## src/rtl/full_fn_pkg.sv

```systemverilog
// Shared constants and types for the full-function custom-instruction completion stage.
package full_fn_pkg;

    localparam logic [31:0] FP_QNAN   = 32'h7FC0_0000;
    localparam int          INNER_LAT = 43;
    localparam int          ACC_LAT   = 8;

    typedef enum logic {
        IDLE = 1'b0,
        WAIT = 1'b1
    } state_e;

endpackage

```

## src/rtl/full_fn_drain_ctrl_if.sv

```systemverilog
// Issue/accumulator/start-done signal bundle between the Nios-side driver and the drain controller.
interface full_fn_drain_ctrl_if #(
    parameter int CNT_W = 6
);
    logic             issue_valid;
    logic             issue_last;
    logic [31:0]      acc_result;
    logic             start;
    logic [31:0]      result;
    logic             done;
    logic             busy;
    logic [CNT_W-1:0] inflight;
    logic             overrun;

    modport master (
        output issue_valid, issue_last, acc_result, start,
        input  result, done, busy, inflight, overrun
    );

    modport slave (
        input  issue_valid, issue_last, acc_result, start,
        output result, done, busy, inflight, overrun
    );
endinterface

```

## src/rtl/full_fn_tag_delay.sv

```systemverilog
// {valid,last} tag shift register matched to the upstream pipeline depth; shifts only on clk_en.
module full_fn_tag_delay #(
    parameter int DEPTH = 51
) (
    input  logic clock,
    input  logic reset_n,
    input  logic clk_en,
    input  logic in_valid,
    input  logic in_last,
    output logic out_valid,
    output logic out_last
);
    logic [DEPTH-1:0] valid_q;
    logic [DEPTH-1:0] valid_d;
    logic [DEPTH-1:0] last_q;
    logic [DEPTH-1:0] last_d;

    // last is only meaningful alongside valid, so it is qualified on entry
    assign valid_d[0] = in_valid;
    assign last_d[0]  = in_valid & in_last;

    for (genvar gi = 1; gi < DEPTH; gi++) begin : g_stage
        assign valid_d[gi] = valid_q[gi-1];
        assign last_d[gi]  = last_q[gi-1];
    end

    always_ff @(posedge clock or negedge reset_n) begin
        if (!reset_n) begin
            valid_q <= '0;
            last_q  <= '0;
        end else if (clk_en) begin
            valid_q <= valid_d;
            last_q  <= last_d;
        end
    end

    assign out_valid = valid_q[DEPTH-1];
    assign out_last  = last_q[DEPTH-1];
endmodule

```

## src/rtl/full_fn_drain_ctrl.sv

```systemverilog
// Completion stage: captures the accumulator sum at batch end and returns it via start/done.
// Optional WAIT timeout enabled by defining FULL_FN_DRAIN_TIMEOUT_EN.
module full_fn_drain_ctrl
    import full_fn_pkg::*;
#(
    parameter int TOTAL_LATENCY = INNER_LAT + ACC_LAT,
    parameter int CNT_W         = 6
`ifdef FULL_FN_DRAIN_TIMEOUT_EN
    ,
    parameter int TIMEOUT       = 1023
`endif
) (
    input  logic                 clock,
    input  logic                 reset_n,
    input  logic                 clk_en,
    full_fn_drain_ctrl_if.slave  bus
);
    localparam logic [0:0] S_IDLE = IDLE;
    localparam logic [0:0] S_WAIT = WAIT;

    logic             tag_valid;
    logic             tag_last;
    logic             capture;
    logic [0:0]       state_q, state_d;
    logic [31:0]      result_q, result_d;
    logic [31:0]      sum_q, sum_d;
    logic             sum_ready_q, sum_ready_d;
    logic             done_q, done_d;
    logic             overrun_q, overrun_d;
    logic [CNT_W-1:0] inflight_q, inflight_d;

    full_fn_tag_delay #(.DEPTH(TOTAL_LATENCY)) u_tag_delay (
        .clock     (clock),
        .reset_n   (reset_n),
        .clk_en    (clk_en),
        .in_valid  (bus.issue_valid),
        .in_last   (bus.issue_last),
        .out_valid (tag_valid),
        .out_last  (tag_last)
    );

    assign capture = tag_valid & tag_last;

`ifdef FULL_FN_DRAIN_TIMEOUT_EN
    localparam int TMR_W = $clog2(TIMEOUT + 1);
    logic [TMR_W-1:0] timer_q, timer_d;
`endif

    always_comb begin
        state_d     = state_q;
        result_d    = result_q;
        sum_d       = sum_q;
        sum_ready_d = sum_ready_q;
        done_d      = 1'b0;
        overrun_d   = overrun_q;
`ifdef FULL_FN_DRAIN_TIMEOUT_EN
        timer_d     = timer_q;
`endif

        case ({bus.issue_valid, tag_valid})
            2'b10:   inflight_d = inflight_q + CNT_W'(1);
            2'b01:   inflight_d = inflight_q - CNT_W'(1);
            default: inflight_d = inflight_q;
        endcase

        if (state_q == S_WAIT) begin
            // sum_ready is known to be clear here, so a capture goes straight out
            if (capture) begin
                done_d   = 1'b1;
                result_d = bus.acc_result;
                state_d  = S_IDLE;
            end
`ifdef FULL_FN_DRAIN_TIMEOUT_EN
            else if (timer_q == TMR_W'(TIMEOUT - 1)) begin
                done_d   = 1'b1;
                result_d = FP_QNAN;
                state_d  = S_IDLE;
            end else begin
                timer_d = timer_q + TMR_W'(1);
            end
`endif
        end else if (capture && bus.start) begin
            done_d      = 1'b1;
            result_d    = bus.acc_result;
            sum_ready_d = 1'b0;
        end else if (capture) begin
            sum_d       = bus.acc_result;
            sum_ready_d = 1'b1;
            if (sum_ready_q) overrun_d = 1'b1;
        end else if (bus.start) begin
            if (sum_ready_q) begin
                done_d      = 1'b1;
                result_d    = sum_q;
                sum_ready_d = 1'b0;
            end else if (inflight_q != '0) begin
                state_d = S_WAIT;
`ifdef FULL_FN_DRAIN_TIMEOUT_EN
                timer_d = '0;
`endif
            end else begin
                done_d   = 1'b1;
                result_d = FP_QNAN;
            end
        end
    end

    always_ff @(posedge clock or negedge reset_n) begin
        if (!reset_n) begin
            state_q     <= S_IDLE;
            result_q    <= '0;
            sum_q       <= '0;
            sum_ready_q <= 1'b0;
            done_q      <= 1'b0;
            overrun_q   <= 1'b0;
            inflight_q  <= '0;
        end else if (clk_en) begin
            state_q     <= state_d;
            result_q    <= result_d;
            sum_q       <= sum_d;
            sum_ready_q <= sum_ready_d;
            done_q      <= done_d;
            overrun_q   <= overrun_d;
            inflight_q  <= inflight_d;
        end
    end

`ifdef FULL_FN_DRAIN_TIMEOUT_EN
    always_ff @(posedge clock or negedge reset_n) begin
        if (!reset_n)    timer_q <= '0;
        else if (clk_en) timer_q <= timer_d;
    end
`endif

    assign bus.result   = result_q;
    assign bus.done     = done_q;
    assign bus.busy     = (inflight_q != '0);
    assign bus.inflight = inflight_q;
    assign bus.overrun  = overrun_q;
endmodule
```

## src/flat_wrapper.sv

```systemverilog
// flat-port wrapper written by rule: the top's interface ports become plain ports
module full_fn_drain_ctrl_flat import full_fn_pkg::*;
#(
    parameter int TOTAL_LATENCY = INNER_LAT + ACC_LAT,
    parameter int CNT_W         = 6

)
  (clock, reset_n, clk_en, bus_issue_valid, bus_issue_last, bus_acc_result, bus_start, bus_result, bus_done, bus_busy, bus_inflight, bus_overrun);
  full_fn_drain_ctrl_if #(.CNT_W(CNT_W)) bus_i ();
  input  logic clock;
  input  logic reset_n;
  input  logic clk_en;
  input wire logic [$bits(bus_i.issue_valid)-1:0] bus_issue_valid;
  input wire logic [$bits(bus_i.issue_last)-1:0] bus_issue_last;
  input wire logic [$bits(bus_i.acc_result)-1:0] bus_acc_result;
  input wire logic [$bits(bus_i.start)-1:0] bus_start;
  output wire logic [$bits(bus_i.result)-1:0] bus_result;
  output wire logic [$bits(bus_i.done)-1:0] bus_done;
  output wire logic [$bits(bus_i.busy)-1:0] bus_busy;
  output wire logic [$bits(bus_i.inflight)-1:0] bus_inflight;
  output wire logic [$bits(bus_i.overrun)-1:0] bus_overrun;
  assign bus_i.issue_valid = bus_issue_valid;
  assign bus_i.issue_last = bus_issue_last;
  assign bus_i.acc_result = bus_acc_result;
  assign bus_i.start = bus_start;
  assign bus_result = bus_i.result;
  assign bus_done = bus_i.done;
  assign bus_busy = bus_i.busy;
  assign bus_inflight = bus_i.inflight;
  assign bus_overrun = bus_i.overrun;
  full_fn_drain_ctrl #(.TOTAL_LATENCY(TOTAL_LATENCY), .CNT_W(CNT_W)) u_core (.clock(clock), .reset_n(reset_n), .clk_en(clk_en), .bus(bus_i));
endmodule
```

## config.mk

```make
export PLATFORM = sky130hd
export DESIGN_NAME = full_fn_drain_ctrl_flat
export DESIGN_NICKNAME = d
export VERILOG_FILES = /design/src/rtl/full_fn_pkg.sv /design/src/rtl/full_fn_drain_ctrl_if.sv /design/src/rtl/full_fn_tag_delay.sv /design/src/rtl/full_fn_drain_ctrl.sv /design/src/flat_wrapper.sv
export SDC_FILE = /design/constraint.sdc
export NUM_CORES = 1
export LEC_CHECK = 0
export BUFFER_PORTS_ARGS = -buffer_cell sky130_fd_sc_hd__buf_4
export CAP_MARGIN = 5
export CORE_MARGIN = 4
export CORE_UTILIZATION = 55
export CTS_BUF_LIST = sky130_fd_sc_hd__clkbuf_2
export CTS_CLUSTER_DIAMETER = 60
export DETAILED_ROUTE_END_ITERATION = 8
export PLACE_DENSITY = 0.8
export SLEW_MARGIN = 30
export SYNTH_ARGS = -nofsm -noshare
export SYNTH_HDL_FRONTEND = slang
export SYNTH_SLANG_ARGS = --single-unit
```

## constraint.sdc

```tcl
create_clock -name clock -period 2.65 [get_ports clock]
set_input_delay 0.3975 -clock clock [delete_from_list [all_inputs] [get_ports clock]]
set_output_delay 0.3975 -clock clock [all_outputs]
set_load 0.005 [all_outputs]
```

==> results of run 1 <==
==> metal layers <==
layer	vias to the layer above	part of all wire [%]	track usage, %
met4	0	1.3	5.05
met5	-	0	0
met3	19	4.3	4.31
met2	102	52	31.3
li1	2085	-	-
met1	2244	43	22.1
==> cells by family after synthesis <==
logic type	after synthesis
flip-flops	176
multiplexers	157
AND/OR/NAND/NOR	107
buffers and inverters	48
AO/OA/AOI/OAI	42
XOR/XNOR	8
adder cells (fa/ha/maj)	3
==> how the worst min path moves through the flow <==
stage	slack (ps)	from	to	cells past startpoint
6_report	240	reset_n	u_core.bus.result[24]$_DFFE_PN0P_	2
5_1_grt	210	reset_n	u_core.bus.result[24]$_DFFE_PN0P_	2
4_1_cts	190	reset_n	u_core.sum_q[29]$_DFFE_PN0P_	2
3_5_place_dp	430	reset_n	u_core.bus.result[28]$_DFFE_PN0P_	1
3_3_place_gp	420	reset_n	u_core.sum_q[26]$_DFFE_PN0P_	1
2_1_floorplan	100	reset_n	u_core.bus.done$_DFFE_PN0P_	0
==> registers in the layout (all words and copies together) (netlist names) <==
register,flops
u_core.u_tag_delay.last_q,51
u_core.u_tag_delay.valid_q,51
u_core.bus.result,32
u_core.sum_q,32
u_core.bus.inflight,6
u_core.bus.done,1
u_core.bus.overrun,1
u_core.state_q,1
u_core.sum_ready_q,1
==> layout by cell type, fill, tap and decap left out, types with 13 or more instances in the layout <==
| cell | n |
|---|---|
| clkbuf_2 | 22 |
| nand3_1 | 25 |
| mux2_2 | 128 |
| inv_1 | 13 |
| o21ai_0 | 14 |
| dlygate4sd3_1 | 38 |
| nand2_1 | 57 |
| dfrtp_1 | 176 |
| mux2_4 | 29 |
| buf_4 | 83 |
==> power by group through the flow <==
stage | combinational, mW | sequential [mW] | clock [mW]
after floorplan | 0.890 | 3.66 | 0
after global placement | 1.40 | 3.73 | 0
after detailed placement | 1.47 | 3.78 | 0
after CTS | 1.52 | 3.73 | 1.29
after global routing | 1.66 | 3.82 | 1.40
final | 1.51 | 3.74 | 1.25
==> repair_timing <==
| action | 4_1_cts | 5_1_grt |
|---|---|---|
| hold buffers | 38 | 0 |
| endpoints found under the setup margin | 0 | 0 |
| hold endpoints to repair | 118 | 0 |
==> stage by stage <==
stage / area (µm²) / instances / hold WS, ps / power, mW
4_1_cts: 8690 / 838 / 194 / 6.53
6_report: 8690 / 838 / 237 / 6.50
3_3_place_gp: 8100 / 768 / 421 / 5.13
5_1_grt: 8690 / 838 / 214 / 6.89
3_5_place_dp: 8110 / 768 / 425 / 5.25
2_1_floorplan: 7390 / 541 / 102 / 4.55
==> layout make-up <==
cell class,instances,area (µm²),share of cell area (%)
Timing Repair Buffer,124,1050,12.1
Tap cell,176,220,2.53
Sequential cell,176,4400,50.7
Multi-Input combinational cell,317,2760,31.7
Clock buffer,22,110,1.27
Clock inverter,10,93.8,1.08
Inverter,13,48.8,0.561
==> critical path: stages, from the launching register on <==
cell and delay, ps:
dfrtp_1 520, nor4_4 330, nand2_2 100, buf_4 150
==> metrics, run 1 <==
outcome=finished, final reports clean; Root Buffer=clkbuf_2; total number of vias=4450; Worst Hold Class=input port to async pin; die height=around 120 µm; CTS clock-pin slew for the worst setup and hold paths=220 ps; Setup Crit Path Kind=register to output port; ys async rst share=100%; H-tree levels=4; Nets=690; Post-Synth Adder-Cell Area=0.508%; pre-CTS worst setup slack=560 ps; global-route wire length before repair=around 22000 µm; Area growth syn-to-layout=17.7%; DR iter-0 viols=~310; commonest cells in the netlist=176 x dfrtp_1, 128 x mux2_2, 57 x nand2_1; min Tclk post-route=2160 ps; main combinational cell family by area after synthesis=multiplexers; GP Congestion=0.876; Max Cap Viol=0; drt drc=0; post-synthesis compound-gate area fraction=3.44%; Seq pwr share=approximately 57%; Synth Area in XOR/XNOR=less than 1%; most frequent cell after synthesis=dfrtp_1; CTS tree=built; Max Root-Sink Buffers=2; Pins Over Slew Limit=0; EDFF count, synth=0; Setup crit start kind=register; Worst-Margin Slew=approximately 600 ps; Switching Fraction=a little over a quarter; Die X=124 µm; leakage=4.45 nW; GRT Total Usage=~18%; final hold vios=0; synth unique cells=35; DR vias/cell=around 5.3; DR pass1 iterations=4; CP Capture Point=bus_busy; largest net degree at the start of global routing=about 110; FP Rows=42; Critical Path AT=about 1800 ps; setup ws final=around 490 ps; final core occ=between 60% and 70%; clk_lat worst skew=700 ps; CP Max Fanout=7; Final Cycle Share=~80%; Avg WL per Cell=~16 µm; Seq cells post-synth=between 150 and 200; Core Region=between 10000 and 15000 µm²; # resized after CTS=0; Yosys warning count=0; Port Buf Inserts=78; Antenna Cells=0; Syn Inst Count=approximately 540; GRT overflow=0; relative slew slack=60.1%; Worst Setup End Kind=output port; fill cell count=about 910; RSZ-0062 raised after global routing=no; P_sw=1.75 mW; post-route ant nets=0; clock network power share=just under 20%; Pwr Density=roughly 750 nW/µm²; Syn Nets=between 500 and 600; R2R depth=7; share of post-route cells with drive strength above 1=a little over two fifths; sequential fraction of the synthesis area=about three fifths; top cell type's share of synthesized area=around three fifths; Synth area leaders=dfrtp_1 60%, mux2_2 20%, mux2_4 5.9%; initial antenna violation count=0; Synth Cell Area=around 7400 µm²; CTS Buf Count=17; # setup viols final=0; Int Pwr=around 4.8 mW; predominant post-synthesis flop cell=dfrtp_1; post-synthesis mux area share=~25%; VDD IR max=roughly 570 µV; Routed Wire Length=roughly 13000 µm; Crit Reg-Reg Endpoint=u_core.bus.inflight[4]$_DFFE_PN0P_; post-synth top area cell=dfrtp_1; crit path from=u_core.bus.inflight[3]$_DFFE_PN0P_; worst path required time=approximately 2300 ps; Top Ports=~80; CTS Sinks=between 150 and 200; Fmax achieved=between 400 and 500 MHz; Setup TNS Final=0 ps; flop-to-flop setup slack=~520 ps; combinational share of power=a little under a quarter; Initial Util=between 50% and 60%; simple-gate portion of the synthesized area=approximately 6.6%; worst clock skew=around 34 ps; Setup Fix Bufs, Post-CTS=0; Mean Syn Cell Area=approximately 14 µm²; DP Wirelength=around 8300 µm; r2r startpoint=u_core.u_tag_delay.valid_q[50]$_DFFE_PN0P_; Die ar.=15300 µm²; vias in the first global route=about 4500
(Power assumes the default switching activity.)
==> run 2: changes to the inputs <==
- PLACE_DENSITY: 0.8 -> 0.83
- clock period: 2.65 -> 1.8 ns (I/O delays scaled with it)
==> metrics, run 2 (synthesis results as in run 1) <==
outcome=complete, but fails checks; failing checks=negative setup slack; pre-CTS worst setup slack=-37.8 ps; Placed Cells=roughly 780; Core Region=roughly 13000 µm²; setup ws final=-325 ps; CTS Sinks=between 150 and 200; leakage=~4.6 nW; Worst Setup End Kind=register; flop-to-flop setup slack=-330 ps; Pwr Density=~1100 nW/µm²; worst clock skew=roughly 19 ps; relative slew slack=64.5%; CTS clock-pin slew for the worst setup and hold paths=220 ps; DR pass1 iterations=4; leading cell type in the layout, fill and taps excluded=dfrtp_1; Final Cycle Share=118%; Routed Wire Length=14300 µm; total number of vias=between 4000 and 5000; CP Max Fanout=33; CP Capture Point=u_core.bus.result[5]$_DFFE_PN0P_; DP Wirelength=slightly below 9000 µm; Pins Over Slew Limit=0; top flop regs=u_core.u_tag_delay.last_q: 51 flops, u_core.u_tag_delay.valid_q: 51 flops; Top Ports=between 70 and 80; Worst-Margin Slew=approximately 530 ps; global-route wire length before repair=between 20000 and 25000 µm; Placed Area=roughly 8200 µm²; # setup viols final=34; Critical Path AT=about 2700 ps; RSZ-0062 raised after global routing=yes; H-tree levels=4; Setup Crit Path Kind=register to register; FP Rows=42; Avg WL per Cell=between 15 and 20 µm; DR iter-0 viols=379; Setup crit start kind=register; die height=~120 µm; Die ar.=15300 µm²; R2R depth=7; DR vias/cell=5.33; crit path from=u_core.bus.inflight[4]$_DFFE_PN0P_; fill cell count=about 890; most frequent cells in the layout=175 x dfrtp_1, 128 x mux2_2, 85 x buf_4, 57 x nand2_1, 37 x dlygate4sd3_1; Max Cap Viol=0; Nets=709; min Tclk post-route=~2100 ps; GP Congestion=between 0.7 and 0.8; drt drc=0; Area growth syn-to-layout=21.7%; VDD IR max=477 µV; CTS tree=built; CTS Buf Count=17; Die X=between 100 and 150 µm; vias in the first global route=4725; Initial Util=56.0%; r2r startpoint=u_core.bus.inflight[4]$_DFFE_PN0P_; post-route cell area=~9000 µm²; Worst Hold Class=input port to async pin; worst path required time=around 2400 ps; post-route non-filler standard cell count=857; clk_lat worst skew=around 710 ps; Root Buffer=clkbuf_2; initial antenna violation count=0; Port Buf Inserts=78; Antenna Cells=0; GRT overflow=0; Max Root-Sink Buffers=2; Crit Reg-Reg Endpoint=u_core.bus.result[5]$_DFFE_PN0P_; final hold vios=0; post-route ant nets=0; Fmax achieved=roughly 470 MHz; GRT Total Usage=about a fifth; largest net degree at the start of global routing=58; share of post-route cells with drive strength above 1=a little under half
run 2: cell types whose count changed in the layout (fill, tap and decap cells not counted), sizes merged:
cell         delta
dlygate4sd3     -1
clkinv          -1
clkinvlp        +4
buf            +20
clkbuf          -3
run 2: area by class of cell:
class	count	area [µm²]	share of cell area (%)
multi-input cells	317	2780	30.9
clock buffers	19	95.1	1.06
well taps	176	220	2.45
inverters	13	48.8	0.543
clock inverters	13	121	1.35
repair buffers	143	1320	14.6
flip-flops and latches	176	4410	49.0
run 2: how the worst min path moves through the flow:
stage,startpoint,to,cells past startpoint
global placement,reset_n,u_core.bus.result[28]$_DFFE_PN0P_,1
global route,reset_n,u_core.bus.result[23]$_DFFE_PN0P_,3
CTS,reset_n,u_core.sum_q[26]$_DFFE_PN0P_,3
detailed placement,reset_n,u_core.sum_q[25]$_DFFE_PN0P_,1
finish,reset_n,u_core.bus.result[23]$_DFFE_PN0P_,3
floorplan,reset_n,u_core.bus.done$_DFFE_PN0P_,0
run 2: critical path: stages, from the launching register on:
cell and delay (ps):
dfrtp_1 470, nor4_4 320, nand2_2 90, buf_4 140
buf_4 120, a221o_2 350, buf_12 190, mux2_4 320
run 2: metal layers:
layer	global-route usage, %	vias up	wire (µm)
met4	6.78	0	216
met1	24.6	2304	5930
met5	0	-	0
li1	-	2120	-
met2	32.9	119	7440
met3	4.00	21	692
run 2: timing repair:
item	in CTS	in global routing
hold endpoints to repair	245	0
setup buffers	3	6
resized for setup	8	14
hold buffers	38	0
setup endpoints to repair	38	41
pin swaps	2	4
run 2: power breakdown:
group / switching, mW / internal, mW
sequential: 0.570 / 4.87
clock: 1.26 / 0.619
combinational: 0.923 / 1.74
run 2: per-stage QoR:
step | utilization (%) | power (mW) | hold slack (ps) | TNS [ps]
after floorplan | - | 6.70 | -25.6 | -1980
after global placement | 62.5 | 7.66 | 183 | -31.7
after detailed placement | 62.5 | 7.86 | 186 | -770
after CTS | 67.5 | 9.89 | 36.9 | -10230
after global routing | 68.1 | 10.6 | 22.2 | -13030
final | 68.1 | 9.98 | 105 | -9830
==> run 3: changes to the inputs <==
- CTS_BUF_LIST: sky130_fd_sc_hd__clkbuf_2 -> sky130_fd_sc_hd__clkbuf_8
==> metrics, run 3 (synthesis results as in run 1) <==
outcome=complete, but fails checks; failing checks=negative setup slack; Placed Cells=779; Root Buffer=clkbuf_8; vias in the first global route=4582; Buf+Inv Stages, Crit Path=1; Setup crit start kind=register; Pwr Density=about 1200 nW/µm²; leakage=4.44 nW; Worst Hold Class=input port to register; setup ws final=-31.3 ps; share of post-route cells with drive strength above 1=a little under half; relative slew slack=between 60% and 70%; Setup Crit Path Kind=register to register; total number of vias=around 4400; Core Region=roughly 13000 µm²; min Tclk post-route=between 1500 and 2000 ps; # setup viols final=27; top flop regs=u_core.u_tag_delay.last_q: 51 flops, u_core.u_tag_delay.valid_q: 51 flops; post-route non-filler standard cell count=~820; CTS clock-pin slew for the worst setup and hold paths=90 ps; DP Wirelength=8720 µm; Switching Fraction=25.7%; FP Rows=42; final core occ=between 60% and 70%; worst clock skew=between 8 and 9 ps; CTS Sinks=approximately 180; flop-to-flop setup slack=-30 ps; CTS tree=built; CP max-delay cell=dfrtp_1; Die ar.=~15000 µm²; Largest stage delay, worst path=roughly 420 ps; CP Max Fanout=33; combinational share of power=a little under a quarter; die height=approximately 120 µm; RSZ-0062 raised after global routing=yes; Critical Path AT=between 2000 and 2500 ps; Die X=124 µm; drt drc=0; VDD IR max=roughly 600 µV; GRT Total Usage=roughly 18%; Seq pwr share=between 50% and 60%; GP Congestion=roughly 0.76; Pins Over Slew Limit=0; Int Pwr=7.75 mW; largest net degree at the start of global routing=between 50 and 60; initial antenna violation count=0; GRT overflow=0; Top delay family on crit path=flip-flops; Initial Util=between 50% and 60%; global-route wire length before repair=roughly 22000 µm; Area growth syn-to-layout=17.7%; Worst Setup End Kind=register; Port Buf Inserts=78; Fmax achieved=between 500 and 600 MHz; worst path required time=approximately 2100 ps; cell-by-cell trace of the critical path=nor4_4 > nand2_2 > a221o_2 > buf_12 > mux2_4; Top Ports=79; Worst-Margin Slew=537 ps; P_sw=~2.7 mW; DR vias/cell=approximately 5.4; Antenna Cells=0; post-route ant nets=0; Avg WL per Cell=roughly 16 µm; Nets=668; Final Cycle Share=102%; leading cell type in the layout, fill and taps excluded=dfrtp_1; CTS Buf Count=17; Max Root-Sink Buffers=2; Routed Wire Length=between 10000 and 15000 µm; final hold vios=0; total power=10.4 mW; clock network power share=25.4%; H-tree levels=4; most frequent cells in the layout=175 x dfrtp_1, 128 x mux2_2, 92 x buf_4, 57 x nand2_1, 29 x mux2_4; DR pass1 iterations=4; DR iter-0 viols=approximately 310; clk_lat worst skew=450 ps; Max Cap Viol=0
==> run 3: cell types whose count changed in the layout (fill, tap and decap cells not counted), sizes merged <==
cell | previous run | this run
buf | 106 | 100
clkbuf | 19 | 20
clkinv | 7 | 4
dlygate4sd3 | 37 | 2
inv | 13 | 15
==> run 3: final cells by class <==
type                    instances  area, µm²
clock buffers                  20        275
fillers                       942       4490
repair buffers                102        862
multi-input cells             317       2770
clock inverters                12        118
well taps                     176        220
inverters                      13       48.8
flip-flops and latches        176       4410
==> run 3: per-layer routing <==
metal / GRT usage [%] / vias to the layer above / wire, µm
li1: - / 2039 / -
met1: 23.2 / 2195 / 5580
met3: 4.27 / 24 / 653
met4: 7.34 / 0 / 269
met5: 0 / - / 0
met2: 29.9 / 108 / 6500
==> run 3: path summary, 6_finish.rpt <==
| kind | to | from | cells after the start |
|---|---|---|---|
| worst max-delay path | u_core.bus.result[12]$_DFFE_PN0P_ | u_core.bus.inflight[4]$_DFFE_PN0P_ | 5 |
| min in group asynchronous | u_core.bus.result[28]$_DFFE_PN0P_ | reset_n | 2 |
| worst min register to register | u_core.bus.overrun$_DFFE_PN0P_ | u_core.bus.overrun$_DFFE_PN0P_ | 1 |
| max in group asynchronous | u_core.bus.result[0]$_DFFE_PN0P_ | reset_n | 3 |
| worst min-delay path | u_core.sum_q[23]$_DFFE_PN0P_ | bus_acc_result[23] | 3 |
| worst max register to register | u_core.bus.result[12]$_DFFE_PN0P_ | u_core.bus.inflight[4]$_DFFE_PN0P_ | 5 |
==> run 3: repair_timing <==
action	in CTS	in global routing
pin swaps	2	3
hold endpoints to repair	30	0
gates resized for setup	0	5
endpoints found under the setup margin	33	36
hold buffers	2	0
buffers inserted	0	3
==> run 3: worst reg2reg max path, stage by stage, from the launching register on <==
cell,delay [ps]
dfrtp_1,420
nor4_4,310
nand2_2,80
a221o_2,360
buf_12,200
mux2_4,350
==> run 3: power by group through the flow <==
stage                     Clock, mW  Sequential (mW)  Combinational [mW]
after CTS                      2.72             5.42                2.37
after floorplan                   0             5.38                1.31
after global placement            0             5.41                2.25
final                          2.64             5.41                2.38
after detailed placement          0             5.49                2.36
after global routing           2.89             5.52                2.62
==> run 3: stage by stage <==
step	setup TNS [ps]	area (µm²)	setup WS, ps	hold slack, ps
4_1_cts	-1170	8650	-54.0	5.44
3_3_place_gp	-31.7	8240	-3.50	183
3_5_place_dp	-770	8240	-37.8	186
5_1_grt	-3400	8700	-117	25.1
2_1_floorplan	-1980	7390	-69.1	-25.6
6_report	-459	8700	-31.3	41.1
